`src/rtl/fc_stage_sequencer.sv`:
```
// fc_stage_sequencer
//   Top-level control FSM for the FC layer accelerator. Launches the layer's
//   sub-stages one at a time, in index order, skipping stages that are not
//   set in the run mask. It also runs a stall watchdog on the active stage's
//   stream-blocked indication.
//
// Handshake (ap_ctrl_hs style):
//   - ap_start is sampled only in IDLE.
//   - A run ends with a one-cycle ap_done/ap_ready pulse.
//   - Toward stage k, stage_start[k] is held high for as long as stage k is
//     active. stage_done[k] is a one-cycle pulse that ends the stage.
//   - There is always at least one cycle with stage_start low between two
//     stages, so every stage sees a fresh rising start.
//
// Ports:
//   ap_clk, ap_rst          clock, synchronous active-high reset
//   ap_start                run request (sampled in IDLE only)
//   ap_done / ap_ready      one-cycle end-of-run pulse
//   ap_idle                 high in IDLE
//   stage_mask              enabled stages, latched on accepted start
//   timeout_limit           stall threshold (0 = watchdog off), latched
//   stage_start             one-hot start to the active stage
//   stage_done              done pulses from the stages
//   stage_blk               per-stage stream-blocked indication
//   clear_stall             leave STALL, return to IDLE
//   cur_stage               index of the active stage
//   stall_flag/stall_stage  STALL indication and the stage that stalled
//   dbg_state               current FSM state, for observation
module fc_stage_sequencer #(
  parameter int NUM_STAGES = 4,
  parameter int IDX_W      = 2,
  parameter int TIMEOUT_W  = 16
) (
  input  logic                  ap_clk,
  input  logic                  ap_rst,
  input  logic                  ap_start,
  output logic                  ap_done,
  output logic                  ap_ready,
  output logic                  ap_idle,
  input  logic [NUM_STAGES-1:0] stage_mask,
  input  logic [TIMEOUT_W-1:0]  timeout_limit,
  output logic [NUM_STAGES-1:0] stage_start,
  input  logic [NUM_STAGES-1:0] stage_done,
  input  logic [NUM_STAGES-1:0] stage_blk,
  input  logic                  clear_stall,
  output logic [IDX_W-1:0]      cur_stage,
  output logic                  stall_flag,
  output logic [IDX_W-1:0]      stall_stage,
  output logic [2:0]            dbg_state
);

  typedef enum logic [2:0] {
    S_IDLE  = 3'd0,
    S_RUN   = 3'd1,
    S_GAP   = 3'd2,
    S_DONE  = 3'd3,
    S_STALL = 3'd4
  } state_e;

  state_e                state_q, state_d;
  logic [NUM_STAGES-1:0] pending_q, pending_d;
  logic [TIMEOUT_W-1:0]  limit_q, limit_d;
  logic [TIMEOUT_W-1:0]  cnt_q, cnt_d;
  logic [IDX_W-1:0]      cur_q, cur_d;
  logic [IDX_W-1:0]      stall_stage_q, stall_stage_d;

  logic                  cur_done;
  logic                  cur_blk;
  logic [NUM_STAGES-1:0] cur_bit;

  // Index of the lowest set bit; 0 for an empty vector.
  function automatic logic [IDX_W-1:0] lowest_idx(input logic [NUM_STAGES-1:0] v);
    lowest_idx = '0;
    for (int i = NUM_STAGES - 1; i >= 0; i--) begin
      if (v[i]) lowest_idx = IDX_W'(i);
    end
  endfunction

  assign cur_done = stage_done[cur_q];
  assign cur_blk  = stage_blk[cur_q];
  assign cur_bit  = NUM_STAGES'(1) << cur_q;

  // State register
  always_ff @(posedge ap_clk) begin
    if (ap_rst) begin
      state_q       <= S_IDLE;
      pending_q     <= '0;
      limit_q       <= '0;
      cnt_q         <= '0;
      cur_q         <= '0;
      stall_stage_q <= '0;
    end else begin
      state_q       <= state_d;
      pending_q     <= pending_d;
      limit_q       <= limit_d;
      cnt_q         <= cnt_d;
      cur_q         <= cur_d;
      stall_stage_q <= stall_stage_d;
    end
  end

  // Next-state logic
  always_comb begin
    state_d       = state_q;
    pending_d     = pending_q;
    limit_d       = limit_q;
    cnt_d         = cnt_q;
    cur_d         = cur_q;
    stall_stage_d = stall_stage_q;
    case (state_q)
      S_IDLE: begin
        if (ap_start) begin
          pending_d = stage_mask;
          limit_d   = timeout_limit;
          cnt_d     = '0;
          if (stage_mask == '0) begin
            state_d = S_DONE;
          end else begin
            cur_d   = lowest_idx(stage_mask);
            state_d = S_RUN;
          end
        end
      end
      S_RUN: begin
        // A done in the same cycle as the watchdog expiring takes priority,
        // so the stall check only lives in the not-done branch.
        if (cur_done) begin
          pending_d = pending_q & ~cur_bit;
          cnt_d     = '0;
          state_d   = (pending_d != '0) ? S_GAP : S_DONE;
        end else begin
          if (cur_blk) begin
            cnt_d = (cnt_q == '1) ? cnt_q : cnt_q + TIMEOUT_W'(1);
          end else begin
            cnt_d = '0;
          end
          if ((limit_q != '0) && (cnt_d >= limit_q)) begin
            state_d       = S_STALL;
            stall_stage_d = cur_q;
          end
        end
      end
      S_GAP: begin
        cur_d   = lowest_idx(pending_q);
        state_d = S_RUN;
      end
      S_DONE: begin
        state_d = S_IDLE;
      end
      S_STALL: begin
        if (clear_stall) state_d = S_IDLE;
      end
      default: begin
        state_d = S_IDLE;
      end
    endcase
  end

  // Outputs, decoded from registered state only
  always_comb begin
    stage_start = '0;
    for (int i = 0; i < NUM_STAGES; i++) begin
      stage_start[i] = (state_q == S_RUN) && (cur_q == IDX_W'(i));
    end
    ap_done     = (state_q == S_DONE);
    ap_ready    = (state_q == S_DONE);
    ap_idle     = (state_q == S_IDLE);
    stall_flag  = (state_q == S_STALL);
    cur_stage   = cur_q;
    stall_stage = stall_stage_q;
    dbg_state   = state_q;
  end

endmodule

```
`config.mk`:
```
export PLATFORM = sky130hd
export DESIGN_NAME = fc_stage_sequencer
export DESIGN_NICKNAME = d
export VERILOG_FILES = /design/src/rtl/fc_stage_sequencer.sv
export SDC_FILE = /design/constraint.sdc
export NUM_CORES = 1
export LEC_CHECK = 0
export CAP_MARGIN = 30
export CORE_MARGIN = 2
export CORE_UTILIZATION = 54
export DETAILED_ROUTE_END_ITERATION = 16
export GPL_TIMING_DRIVEN = 0
export PLACE_DENSITY = 0.81
export SYNTH_ARGS = -nofsm -noshare
export SYNTH_HDL_FRONTEND = slang
export SYNTH_SLANG_ARGS = --single-unit
```
`constraint.sdc`:
```
create_clock -name ap_clk -period 3.89 [get_ports ap_clk]
set_input_delay 1.167 -clock ap_clk [delete_from_list [all_inputs] [get_ports ap_clk]]
set_output_delay 1.167 -clock ap_clk [all_outputs]
set_load 0.01 [all_outputs]
```
==> impl_metrics.tcl <==
set metrics [dict create \
    crit_path_end "stall_stage[0]$_SDFFE_PP0P_" \
    gp_congestion 0.952 \
    first_pass_iters 5 \
    startpoint_type "register" \
    cts_tree "yes" \
    synth_ff_type "dfxtp_1" \
    dp_hpwl_microns 5550 \
    crit_type "register to register" \
    fmax_ghz 0.269 \
    cp-end-kind "register" \
    reg2reg_depth 10 \
    ys_warn_count 0 \
    drive_above_1_share_pct 11.9 \
    via_per_inst 5.81 \
    h-tree-depth 2 \
    maxCapViolations 0 \
    clock-sinks 43 \
    fp.dieH_microns 76.8 \
    fin_util_pct 72.1 \
    final_nets 476 \
    seq_area_frac_synth_pct 30.1 \
    p_leak_nw 1.37 \
    slew_viol_final 0 \
    wirelength_microns 7490 \
    clkSlewWorstSetupHoldPaths_ns 0.08 \
    post-route-period-util_pct 95.5 \
    hold_path_depth 2 \
    grt_use_total_pct 25.7 \
    io_pins 47 \
    maxSlewHeadroom_pct 60.1 \
    cts_inserted_buffers 5 \
    drt_iter0_drc 243 \
    rr_endpoint "stall_stage[0]$_SDFFE_PP0P_" \
    worst_pin_slew_ns 0.594 \
    final_cell_mix "56 x nand2_1, 42 x a21oi_1, 42 x clkdlybuf4s50_1" \
    cts-root-buf "clkbuf_8" \
    die_w_microns 76.8 \
    insertion_delay_ns 0.30 \
    postRouteAntennaNets 0 \
    async_reset_ff_share_pct 0 \
    required_ns 4.12 \
    start_util_pct 56.0 \
    rows 26 \
    grt_overflow 0 \
    drc 0 \
    syn_area_sq_mm 0.00286 \
    diodes 0 \
    reg2reg_from "cnt_q[7]$_SDFFE_PP0P_" \
    dieArea_sq_mm 0.00590 \
    vias 2895 \
    synth-edff-count 0 \
    syn_nets 419 \
    ys_ff_latch 43 \
    final_common_cell "nand2_1" \
    r2r_setup_slack_ns 0.18 \
    crit_path_max_fanout 6 \
    place_area_sq_mm 0.00341 \
    yosys.cell_types.count 58 \
    core_sq_mm 0.00511 \
    status "finished, final reports clean" \
    cellPowerDensity_mw_per_mm2 384 \
    ir_drop_mv 0.228 \
    grt_pass1_wl_microns 12500 \
    arrival_ns 3.94 \
    syn_to_final_growth_pct 28.7 \
    grt_max_degree 14 \
    timing_hold_violations_final 0 \
    setup_viol 0 \
    total_power_mw 1.41 \
    cts_max_path_buffers 2 \
    final_area_sq_mm 0.00368 \
    io_buffers 46 \
    setup_tns_ns 0 \
    layout_min_cycle_time_ns 3.71 \
    grt_antenna_before_repair 0 \
    grt_pass1_vias 2747 \
    min_path_type "register to register" \
    crit_path_start "cnt_q[7]$_SDFFE_PP0P_" \
    post_drt_wl_per_cell_microns 15.0 \
    syn_inst 370 \
    synth.avg_cell_area_sq_um 7.73 \
    skew_ns 0.00672 \
]
[worst min path at each step]
stage                                   startpoint                        to  slack, ns
after global routing       limit_q[6]$_SDFFE_PP0P_   limit_q[6]$_SDFFE_PP0P_       0.50
after global placement     limit_q[3]$_SDFFE_PP0P_   limit_q[3]$_SDFFE_PP0P_       0.46
final                      limit_q[3]$_SDFFE_PP0P_   limit_q[3]$_SDFFE_PP0P_       0.47
after detailed placement   limit_q[3]$_SDFFE_PP0P_   limit_q[3]$_SDFFE_PP0P_       0.47
after CTS                  limit_q[3]$_SDFFE_PP0P_   limit_q[3]$_SDFFE_PP0P_       0.48
after floorplan           limit_q[10]$_SDFFE_PP0P_  limit_q[10]$_SDFFE_PP0P_       0.45
[critical path: stages (launching register included)]
cell	delay (ns)
dfxtp_1	0.45
nand3_1	0.29
or3_1	0.52
o41ai_2	0.32
nor2_1	0.12
ha_1	0.31
nand4_1	0.14
or3_4	0.42
or4_4	0.57
a31oi_4	0.27
mux2i_1	0.22
[stage by stage]
stage / worst slack, ns / hold WS, ns / cells
after floorplan: 0.265 / 0.449 / 370
after global placement: -0.503 / 0.463 / 486
after detailed placement: -0.554 / 0.466 / 486
after CTS: 0.0389 / 0.477 / 498
after global routing: -0.0297 / 0.496 / 498
final: 0.176 / 0.473 / 498
[Yosys cell counts, types with 2 or more instances]
library cell | number | share of area [%]
a21o_1 | 3 | 0.79
nor3_1 | 14 | 2.4
nand3_1 | 8 | 1.4
dfxtp_1 | 43 | 30
a21oi_1 | 42 | 7.3
a211oi_1 | 3 | 0.79
buf_2 | 4 | 0.70
clkbuf_1 | 13 | 1.7
nor2_1 | 25 | 3.3
nand4_1 | 3 | 0.66
o21ai_0 | 14 | 2.4
a31oi_1 | 11 | 2.4
and3_1 | 2 | 0.44
buf_4 | 2 | 0.52
xor2_1 | 2 | 0.61
o211ai_1 | 2 | 0.52
xnor2_1 | 9 | 2.8
nand2b_1 | 7 | 1.5
and2_1 | 2 | 0.44
o32ai_1 | 2 | 0.61
nand2_1 | 57 | 7.5
or2_2 | 3 | 0.66
o21a_1 | 2 | 0.52
a22o_1 | 5 | 1.5
a311oi_1 | 3 | 0.92
mux2i_1 | 6 | 2.1
nor2b_1 | 2 | 0.44
ha_1 | 17 | 7.4
or3_1 | 3 | 0.66
nor3b_1 | 4 | 1.0
buf_6 | 2 | 0.79
inv_1 | 23 | 3.0
nor4_1 | 7 | 1.5
[flip-flops by register name, indices dropped and copies added, names as in the netlist]
register / cells
stall_stage: 2
dbg_state: 3
limit_q: 16
cur_stage: 2
pending_q: 4
cnt_q: 16
[timing repair]
item	in CTS	in global routing
setup endpoints to repair	4	4
hold buffers	0	0
pin swaps	6	6
setup buffers	4	1
gates resized for setup	7	21
[final cells by class]
cell class | count | area (sq um)
multi-input cells | 283 | 1910
well taps | 70 | 87.6
flip-flops and latches | 43 | 863
clock buffers | 6 | 82.6
clock inverters | 2 | 35.0
repair buffers | 51 | 508
fillers | 431 | 1430
inverters | 23 | 86.3
plain buffers | 20 | 110
[layer usage]
| layer | wire length (microns) | up-vias | track usage [%] |
|---|---|---|---|
| li1 | - | 1429 | - |
| met1 | 3430 | 1360 | 33.7 |
| met2 | 3540 | 92 | 42.7 |
| met3 | 391 | 14 | 5.18 |
| met4 | 124 | 0 | 7.27 |
| met5 | 0 | - | 0 |
[power breakdown]
part	switching, mW	leakage (nW)	total [mW]	internal, mW
clock	0.154	0.0612	0.362	0.208
combinational	0.286	0.955	0.526	0.241
sequential	0.0452	0.351	0.525	0.480
[kinds of logic (layout without fill, tap and decap cells)]
| group | after synthesis | after routing | synth area share (%) |
|---|---|---|---|
| simple gates | 149 | 149 | 26.6 |
| buf+inv | 44 | 102 | 6.73 |
| compound gates | 98 | 98 | 22.4 |
| fa+ha+maj | 17 | 17 | 7.43 |
| mux | 8 | 8 | 3.41 |
| xor+xnor | 11 | 11 | 3.37 |
| flops | 43 | 43 | 30.1 |
No activity file was read; power rests on OpenSTA's default activity.
